**src/rtl/mux_rr_arb4_pkg.sv**
```systemverilog
`default_nettype none
// ============================================================================
//  Module      : mux_rr_arb4_pkg
//  Description : Shared constants for the mux_rr_arb4 round-robin arbiter:
//                requester count, select width and FSM state encoding.
//  Revision    : 1.0 - initial release
// ============================================================================
package mux_rr_arb4_pkg;

    // Number of requesters and width of the mux select
    localparam int c_nreq = 4;
    localparam int c_selw = 2;

    // FSM state encoding
    localparam logic [0:0] c_st_idle  = 1'b0;
    localparam logic [0:0] c_st_grant = 1'b1;

endpackage : mux_rr_arb4_pkg
`default_nettype wire

```
**src/rtl/mux_rr_arb4_rr_pick4.sv**
```systemverilog
`default_nettype none
// ============================================================================
//  Module      : rr_pick4
//  Description : Combinational round-robin winner search over four requests.
//                Scans req[ptr], req[ptr+1], ... modulo 4 and reports the
//                first set bit.
//  Ports       : req [3:0] in  - request vector
//                ptr [1:0] in  - scan start position
//                any       out - at least one request is set
//                win [1:0] out - index of the winning request (valid if any)
//  Revision    : 1.0 - initial release
// ============================================================================
module rr_pick4
    import mux_rr_arb4_pkg::*;
(
    input  logic [c_nreq-1:0] req,
    input  logic [c_selw-1:0] ptr,
    output logic              any,
    output logic [c_selw-1:0] win
);

    logic [c_selw-1:0] w_idx;
    logic              w_found;

    always_comb begin
        any     = |req;
        win     = ptr;
        w_idx   = '0;
        w_found = 1'b0;
        // The 2-bit index addition wraps 3 -> 0 naturally
        for (int k = 0; k < c_nreq; k++) begin
            w_idx = ptr + c_selw'(k);
            if (!w_found && req[w_idx]) begin
                win     = w_idx;
                w_found = 1'b1;
            end
        end
    end

endmodule : rr_pick4
`default_nettype wire

```
**src/rtl/mux_rr_arb4.sv**
```systemverilog
`default_nettype none
// ============================================================================
//  Module      : mux_rr_arb4
//  Description : Four-way round-robin burst arbiter producing the registered
//                select for the downstream 4:1 data mux, with a valid/ready
//                handshake toward the consumer and per-requester accept
//                strobes.
//  Ports       : clk        in  - clock, rising edge
//                rst        in  - asynchronous active-high reset
//                req  [3:0] in  - per-requester valid
//                ack  [3:0] out - per-requester accept strobe (one-hot or 0)
//                sel  [1:0] out - registered mux select
//                o_vld      out - mux output valid
//                o_rdy      in  - consumer accepts the beat
//                busy       out - a grant is active
//  Parameters  : BURST - beats per grant (1..256)
//                CW    - burst counter width, 2**CW >= BURST
//  Revision    : 1.0 - initial release
// ============================================================================
module mux_rr_arb4
    import mux_rr_arb4_pkg::*;
#(
    parameter int BURST = 1,
    parameter int CW    = 8
)
(
    input  logic              clk,
    input  logic              rst,
    input  logic [c_nreq-1:0] req,
    output logic [c_nreq-1:0] ack,
    output logic [c_selw-1:0] sel,
    output logic              o_vld,
    input  logic              o_rdy,
    output logic              busy
);

    localparam logic [CW-1:0] c_last = CW'(BURST - 1);

    logic [0:0]        r_state;
    logic [c_selw-1:0] r_sel;
    logic [c_selw-1:0] r_ptr;
    logic [CW-1:0]     r_cnt;

    logic [0:0]        w_state_nxt;
    logic [c_selw-1:0] w_sel_nxt;
    logic [c_selw-1:0] w_ptr_nxt;
    logic [CW-1:0]     w_cnt_nxt;

    logic              w_any;
    logic [c_selw-1:0] w_win;
    logic              w_beat;

    rr_pick4 u_pick (
        .req (req),
        .ptr (r_ptr),
        .any (w_any),
        .win (w_win)
    );

    always_ff @(posedge clk or posedge rst) begin
        if (rst) begin
            r_state <= c_st_idle;
            r_sel   <= '0;
            r_ptr   <= '0;
            r_cnt   <= '0;
        end else begin
            r_state <= w_state_nxt;
            r_sel   <= w_sel_nxt;
            r_ptr   <= w_ptr_nxt;
            r_cnt   <= w_cnt_nxt;
        end
    end

    always_comb begin
        w_state_nxt = r_state;
        w_sel_nxt   = r_sel;
        w_ptr_nxt   = r_ptr;
        w_cnt_nxt   = r_cnt;
        w_beat      = 1'b0;
        o_vld       = 1'b0;
        ack         = '0;
        busy        = 1'b0;

        case (r_state)
            c_st_idle: begin
                // sel only moves here, so it is stable for the whole burst
                if (w_any) begin
                    w_sel_nxt   = w_win;
                    w_cnt_nxt   = '0;
                    w_state_nxt = c_st_grant;
                end
            end
            c_st_grant: begin
                busy   = 1'b1;
                o_vld  = req[r_sel];
                w_beat = req[r_sel] & o_rdy;
                if (w_beat) begin
                    ack[r_sel] = 1'b1;
                    if (r_cnt == c_last) begin
                        // Burst done: next scan starts after the last winner
                        w_ptr_nxt   = r_sel + 1'b1;
                        w_state_nxt = c_st_idle;
                    end else begin
                        w_cnt_nxt = r_cnt + 1'b1;
                    end
                end
            end
            default: begin
                w_state_nxt = c_st_idle;
            end
        endcase
    end

    assign sel = r_sel;

endmodule : mux_rr_arb4
`default_nettype wire

```
**config.mk**
```make
export PLATFORM = sky130hd
export DESIGN_NAME = mux_rr_arb4
export DESIGN_NICKNAME = d
export VERILOG_FILES = /design/src/rtl/mux_rr_arb4_pkg.sv /design/src/rtl/mux_rr_arb4_rr_pick4.sv /design/src/rtl/mux_rr_arb4.sv
export SDC_FILE = /design/constraint.sdc
export NUM_CORES = 1
export LEC_CHECK = 0
export BUFFER_PORTS_ARGS = -buffer_cell sky130_fd_sc_hd__buf_4
export CORE_AREA = 2 2 46 48
export CTS_CLUSTER_DIAMETER = 200
export DETAILED_ROUTE_END_ITERATION = 12
export DIE_AREA = 0 0 48 50
export PLACE_DENSITY_LB_ADDON = 0.2
export REMOVE_ABC_BUFFERS = 1
export SYNTH_ARGS = -nofsm -noshare
export SYNTH_HDL_FRONTEND = slang
export SYNTH_SLANG_ARGS = --single-unit
export TNS_END_PERCENT = 1
```
**constraint.sdc**
```tcl
create_clock -name clk -period 1.7 [get_ports clk]
set_input_delay 0 -clock clk [delete_from_list [all_inputs] [get_ports clk]]
set_output_delay 0 -clock clk [all_outputs]
set_load 0.1 [all_outputs]
```
; ---- Yosys cells after proc, flatten, opt, wreduce, memory -nomap -nowiden
; Index checks and enable logic that the tools add are counted.
[totals]
mem_count = 0
rom_bits = 0
ram_bits = 0
ff_bits = 13
elab_cells = 62
latchBits = 0
[op_classes]
add_sub_neg = 5
n_mul = 0
magnitude_cmp = 6
n_div = 0
shifts = 0
n_reduce_logical = 12
mux = 30
bitwise = 2
eq_ne = 3
[op_table]
columns = operator, n
row1 = 2-to-1 mux 8 bit, 3
row2 = one-hot mux 8 bit (2 select lines), 1
row3 = less-than comparator 2 x 3 -> 1 bit (second input constant), 5
row4 = 2-to-1 mux 1 bit, 14
row5 = binary-select mux 1 bit (select 2 bit), 5
row6 = adder 8 x 1 -> 8 bit (second input constant), 1
row7 = logical NOT 8 bit, 1
row8 = 2-to-1 mux 4 bit, 2
row9 = 2-to-1 mux 2 bit, 3
row10 = AND reduction 3 bit, 2
row11 = adder 2 x 1 -> 2 bit (second input constant), 2
row12 = adder 2 bit (second input constant), 2
row13 = logical AND 1 bit, 4
row14 = != test 2 x 1 -> 1 bit (second input constant), 2
row15 = OR reduction 4 bit, 1
row16 = logical NOT 1 bit, 3
row17 = demux 1 bit (select 2 bit), 1
row18 = greater-or-equal comparator 2 x 1 -> 1 bit (second input constant), 1
row19 = != test 2 bit (second input constant), 1
row20 = one-hot mux 1 bit (2 select lines), 1
row21 = AND reduction 2 bit, 1
row22 = bitwise AND 1 bit, 1
row23 = inverter 1 bit, 1

; ---- Logic depth before layout (Yosys ltp)
[logic_depth]
word_depth = 12
ltp_mapped = 6
ltp_nobuf = 6

; ---- Cells and area by module
; A second synthesis with hierarchy kept.
[hier_totals]
cells_unflattened = 107
area_unflattened_um2 = 962.2
[by_module_without_submodules]
columns = mod, n_inst, cells_each, area_per_inst_um2
row1 = mux_rr_arb4, 1, 91, 865.8
row2 = rr_pick4, 1, 16, 96.3

; ---- Worst setup path after synthesis
; Ideal clock, no wire load.
[synth_path]
path_kind = reg2out
startpoint = reg r_sel[1], in the netlist sel[1]
endpoint = out ack[0]
t_arrival_ps = 2416
path_stages_with_launch = 4
setup_slack_ps = -716
n_path_buf = 0
path_cell_list = dfrtp_1 mux2i_1 o22ai_2 and2_1
[synth_via]
elab_chain_len = 6
elab_cells_between_ends = 10
cone_classes = 2 x order compare / 6 x mux / 1 x bitwise / 1 x reduce/logical
[synth_lines]
columns = item, line_no
row1 = from (decl), mux_rr_arb4.sv:40  ; logic [c_selw-1:0] r_sel;
row2 = from (signal assigned), mux_rr_arb4.sv:68  ; r_sel <= w_sel_nxt;
row3 = less-than comparator 2 x 3 -> 1 bit (not written as such) / greater-or-equal comparator 2 x 1 -> 1 bit (equally long branches), mux_rr_arb4.sv:98  ; ack[r_sel] = 1'b1;
row4 = logical AND 1 bit (not written as such), mux_rr_arb4.sv:98
row5 = 2-to-1 mux 1 bit (not written as such), mux_rr_arb4.sv:98
row6 = demux 1 bit (select 2 bit), mux_rr_arb4.sv:98
row7 = 2-to-1 mux 4 bit *, mux_rr_arb4.sv:97  ; if (w_beat) begin
row8 = 2-to-1 mux 4 bit *, mux_rr_arb4.sv:84  ; case (r_state)
row9 = to (decl), mux_rr_arb4.sv:30  ; output logic [c_nreq-1:0] ack,
; Mark *: on every way between the ends. The rest lies on a longest branch, timed or not. The select of a mux whose other input is x is not followed.

; ---- Worst setup path after layout
; Ends and elaborated chain as after synthesis.

==> results.txt <==
----------------------------------------------------
[Run status]
  Outcome ... completed

[Critical path]
  Highest fanout seen on the critical path ... 5
  Worst path top cell family by delay ... flip-flops
  Crit path required time ... 1.70 ns
  Cell count of the worst reg-to-reg path ... 4
  Critical path startpoint category ... flip-flop
  Number of cells on the critical path ... 4
  Cells traversed along the worst timing path ... mux2i_2 -> o22ai_2 -> and2_1 -> buf_4
  Slowest stage delay, CP ... between 0.4 and 0.5 ns
  Buffer and inverter count on the worst path ... 1
  Startpoint-to-endpoint class of the critical path ... reg2out
  Endpoint class of the critical path ... output port
  Critical path's slowest cell ... sky130_fd_sc_hd__dfrtp_1
  Arrival time at the worst endpoint ... ~1.6 ns

[STA]
  Final Hold Viols ... 0
  Worst clock skew ... 0.00262 ns
  Max-slew violation count ... 0
  Setup TNS ... 0 ns
  Maximum clock rate ... 625 MHz
  Max-slew headroom ... around two thirds
  Final min period ... approximately 1.6 ns
  Worst-case hold slack ... 0.110 ns
  RSZ-0062 raised after global routing ... no
  Part of the cycle the worst path needs ... 94.1%
  Finish-stage setup viols ... 0
  Slew @ Worst Pin ... between 0.5 and 0.6 ns

[Placed design]
  HPWL Detailed ... about 1300 um
  Buffers on Ports ... 14
  Post-Place Cell Area ... 1020 um^2
  Final estimated routing congestion in global placement ... around 0.75

[Drt]
  Via density per instance ... between 5 and 6
  Total wirelength of the detailed-routed design ... roughly 1700 um
  Post-DR wirelength/cell ... approximately 12 um
  Drt initial violations ... 6
  Antenna-violating nets left ... 0
  DRC violation count after routing ... 0
  First drt pass iteration count ... 3
  Via total after detailed routing ... 749

[Power]
  Power Dens Cells ... between 1500 and 2000 nW/um^2
  Peak ir drop on the vdd network ... approximately 1400 uV
  Static Leakage ... 0.000496 uW
  Flop pwr share ... 25.7%
  Switching power total ... roughly 1000 uW
  Internal portion of total power ... between 800 and 900 uW
  Net Sw Frac ... between 50 and 60%
  Logic pwr share ... 63.8%
  Final Total Pwr ... roughly 1800 uW
  Clock share of power ... 10.5%

[Logic synthesis]
  Largest area contributor in the synthesized netlist ... sky130_fd_sc_hd__dfrtp_1
  Avg Synthesized Cell Area ... roughly 9.4 um^2
  Post-synth top flop ... sky130_fd_sc_hd__dfrtp_1
  Most numerous cell in the Yosys netlist ... sky130_fd_sc_hd__dfrtp_1
  Number of flip-flops and latches in the synthesized netlist ... 13
  Gate Count Post-Synth ... 92
  Asr flop ratio synth ... 100%
  Cell area after technology mapping ... around 860 um^2
  Post-synth top area share ... between 30% and 40%
  Number of different library cells in the post-synthesis netlist ... 31
  Most area-consuming cells after synthesis ... sky130_fd_sc_hd__dfrtp_1, sky130_fd_sc_hd__ha_1, sky130_fd_sc_hd__mux2i_1, sky130_fd_sc_hd__nand2_1, sky130_fd_sc_hd__o21ai_0
  Number of synthesized flops with an enable pin ... 0
  Part of the Yosys area used for sequential elements ... a little under two fifths
  Top cells by count, synth ... sky130_fd_sc_hd__dfrtp_1, sky130_fd_sc_hd__nand2_1, sky130_fd_sc_hd__ha_1, sky130_fd_sc_hd__inv_1, sky130_fd_sc_hd__o21ai_0
  Warnings from Yosys ... 0

[Finish]
  Area added between synthesis and finish ... 25.7%
  Final net count ... 129
  Util after Layout ... a little under three fifths
  Fraction of final layout cells with drive strength greater than 1 ... roughly 29%
  Design area ... ~1100 um^2
  Antenna cell count ... 0

[Floorplan]
  Starting utilization of the core area ... 45.3%
  Floorplan Core Area ... between 1500 and 2000 um^2
  Chip width ... roughly 48 um
  Total die area ... roughly 2400 um^2
  Number of cell rows ... 16
  Y dimension of the die ... 50 um
  Io pins ... 15

[Global route]
  Vias in the first global route ... 671
  First-pass GRT wire length ... around 3000 um
  Total routing usage reported by global routing ... about 17%
  GR met1 Demand/Resource ... 24.9%
  Global routing met2 resource utilization ... between 20% and 30%
  Overflow left after global routing ... 0
  Largest net degree at the start of global routing ... 14
  Global routing's busiest layer ... met1
  Met3 layer usage reported by global route ... about 5.5%
  Antenna violations before repair ... 0

[Clock network]
  Maximum level of the CTS H-tree ... 1
  Clock transition time at the flip-flop clock pins of the worst setup and hold paths ... 0.07 ns
  Master cell of the clock root buffer ... sky130_fd_sc_hd__clkbuf_4
  Clock insertion delay at the later pin of the skew report ... ~0.28 ns
  Clock tree from TritonCTS ... done
  Clock tree sinks ... 13
  Clock buffer count from CTS ... 3
  Maximum count of clock buffers along a single path ... 2

[Flow run]
  Max-cap check violation count ... 0

[Worst hold path]
  Number of stages on the worst hold path ... 4
  Path category of the worst min-delay check ... in2reg

----------------------------------------------------
-- cell families (layout without fill, tap and decap cells) --
group,count (synthesis),after routing,share of synthesized area [%]
buffers and inverters,6,29,2.62
and+or+nand+nor,40,40,26.3
adders and majority gates,6,6,8.72
muxes,7,7,8.43
AOI/OAI and AO/OA,20,20,16.1
DFF,13,13,37.8
-- power groups by stage --
stage | combinational (uW) | sequential [uW] | clock, uW
3_3_place_gp | 1120 | 462 | 0
6_report | 1160 | 467 | 191
4_1_cts | 1150 | 462 | 198
2_1_floorplan | 624 | 697 | 0
5_1_grt | 1250 | 480 | 219
3_5_place_dp | 1130 | 467 | 0
-- stage by stage --
| step | worst slack [ns] | cells |
|---|---|---|
| after floorplan | -0.716 | 92 |
| after global placement | 0.114 | 136 |
| after detailed placement | 0.0704 | 136 |
| after CTS | 0.0458 | 142 |
| after global routing | 0.00305 | 142 |
| final | 0.101 | 142 |
-- layer usage --
layer | up-vias | wire length, um
met5 | - | 0
met4 | 0 | 31
met3 | 5 | 46
met2 | 8 | 775
met1 | 351 | 879
li1 | 385 | -
-- tightest hold or removal path: cells and delay by family --
family / cells / cell delay (ns)
AO/OA/AOI/OAI: 2 / 0.19
buffers and inverters: 2 / 0.16
-- final timing paths --
path,startpoint,endpoint,slack [ns]
max,sel[1],ack[0],0.10
max reg2reg,sel[1],r_ptr[0],0.15
min,req[1],sel[1],0.11
min reg2reg,r_cnt[6],r_cnt[6],0.54
max in group asynchronous,rst,r_cnt[3],1.07
min in group asynchronous,rst,r_ptr[0],0.30
-- layout make-up --
class,count,area (um^2)
Fill cell,188,820
Multi-Input combinational cell,73,529
Sequential cell,13,325
Timing Repair Buffer,19,145
Tap cell,27,33.8
Clock buffer,4,26.3
Inverter,6,22.5
-- sequential cells by signal (all words and copies together), names as in the netlist --
| name | cells |
|---|---|
| r_cnt | 8 |
| r_ptr | 2 |
| r_state | 1 |
| sel | 2 |
-- layout by cell type (no fill, tap or decap), types with 2 or more instances in the layout --
cell type | synthesis | final
sky130_fd_sc_hd__nand2b_1 | 2 | 2
sky130_fd_sc_hd__or3_1 | 3 | 3
sky130_fd_sc_hd__mux2i_1 | 5 | 3
sky130_fd_sc_hd__and2_1 | 4 | 4
sky130_fd_sc_hd__nand4_1 | 3 | 3
sky130_fd_sc_hd__a211oi_1 | 2 | 2
sky130_fd_sc_hd__nand2_1 | 10 | 10
sky130_fd_sc_hd__o21ai_0 | 6 | 6
sky130_fd_sc_hd__nand3_1 | 3 | 3
sky130_fd_sc_hd__nor2_1 | 4 | 3
sky130_fd_sc_hd__clkbuf_4 | 0 | 3
sky130_fd_sc_hd__mux2_2 | 2 | 2
sky130_fd_sc_hd__inv_1 | 6 | 6
sky130_fd_sc_hd__a31o_2 | 2 | 2
sky130_fd_sc_hd__a21oi_1 | 4 | 4
sky130_fd_sc_hd__ha_1 | 6 | 6
sky130_fd_sc_hd__mux2i_2 | 0 | 2
sky130_fd_sc_hd__buf_4 | 0 | 18
sky130_fd_sc_hd__nor2b_1 | 3 | 3
sky130_fd_sc_hd__dfrtp_1 | 13 | 13
-- what timing repair did --
item	4_1_cts	5_1_grt
resized for setup	0	4
pin swaps	1	1
setup endpoints to repair	4	8
endpoints found under the hold margin	13	0
hold buffers	1	0
setup buffers	1	0
(Power assumes the default switching activity.)
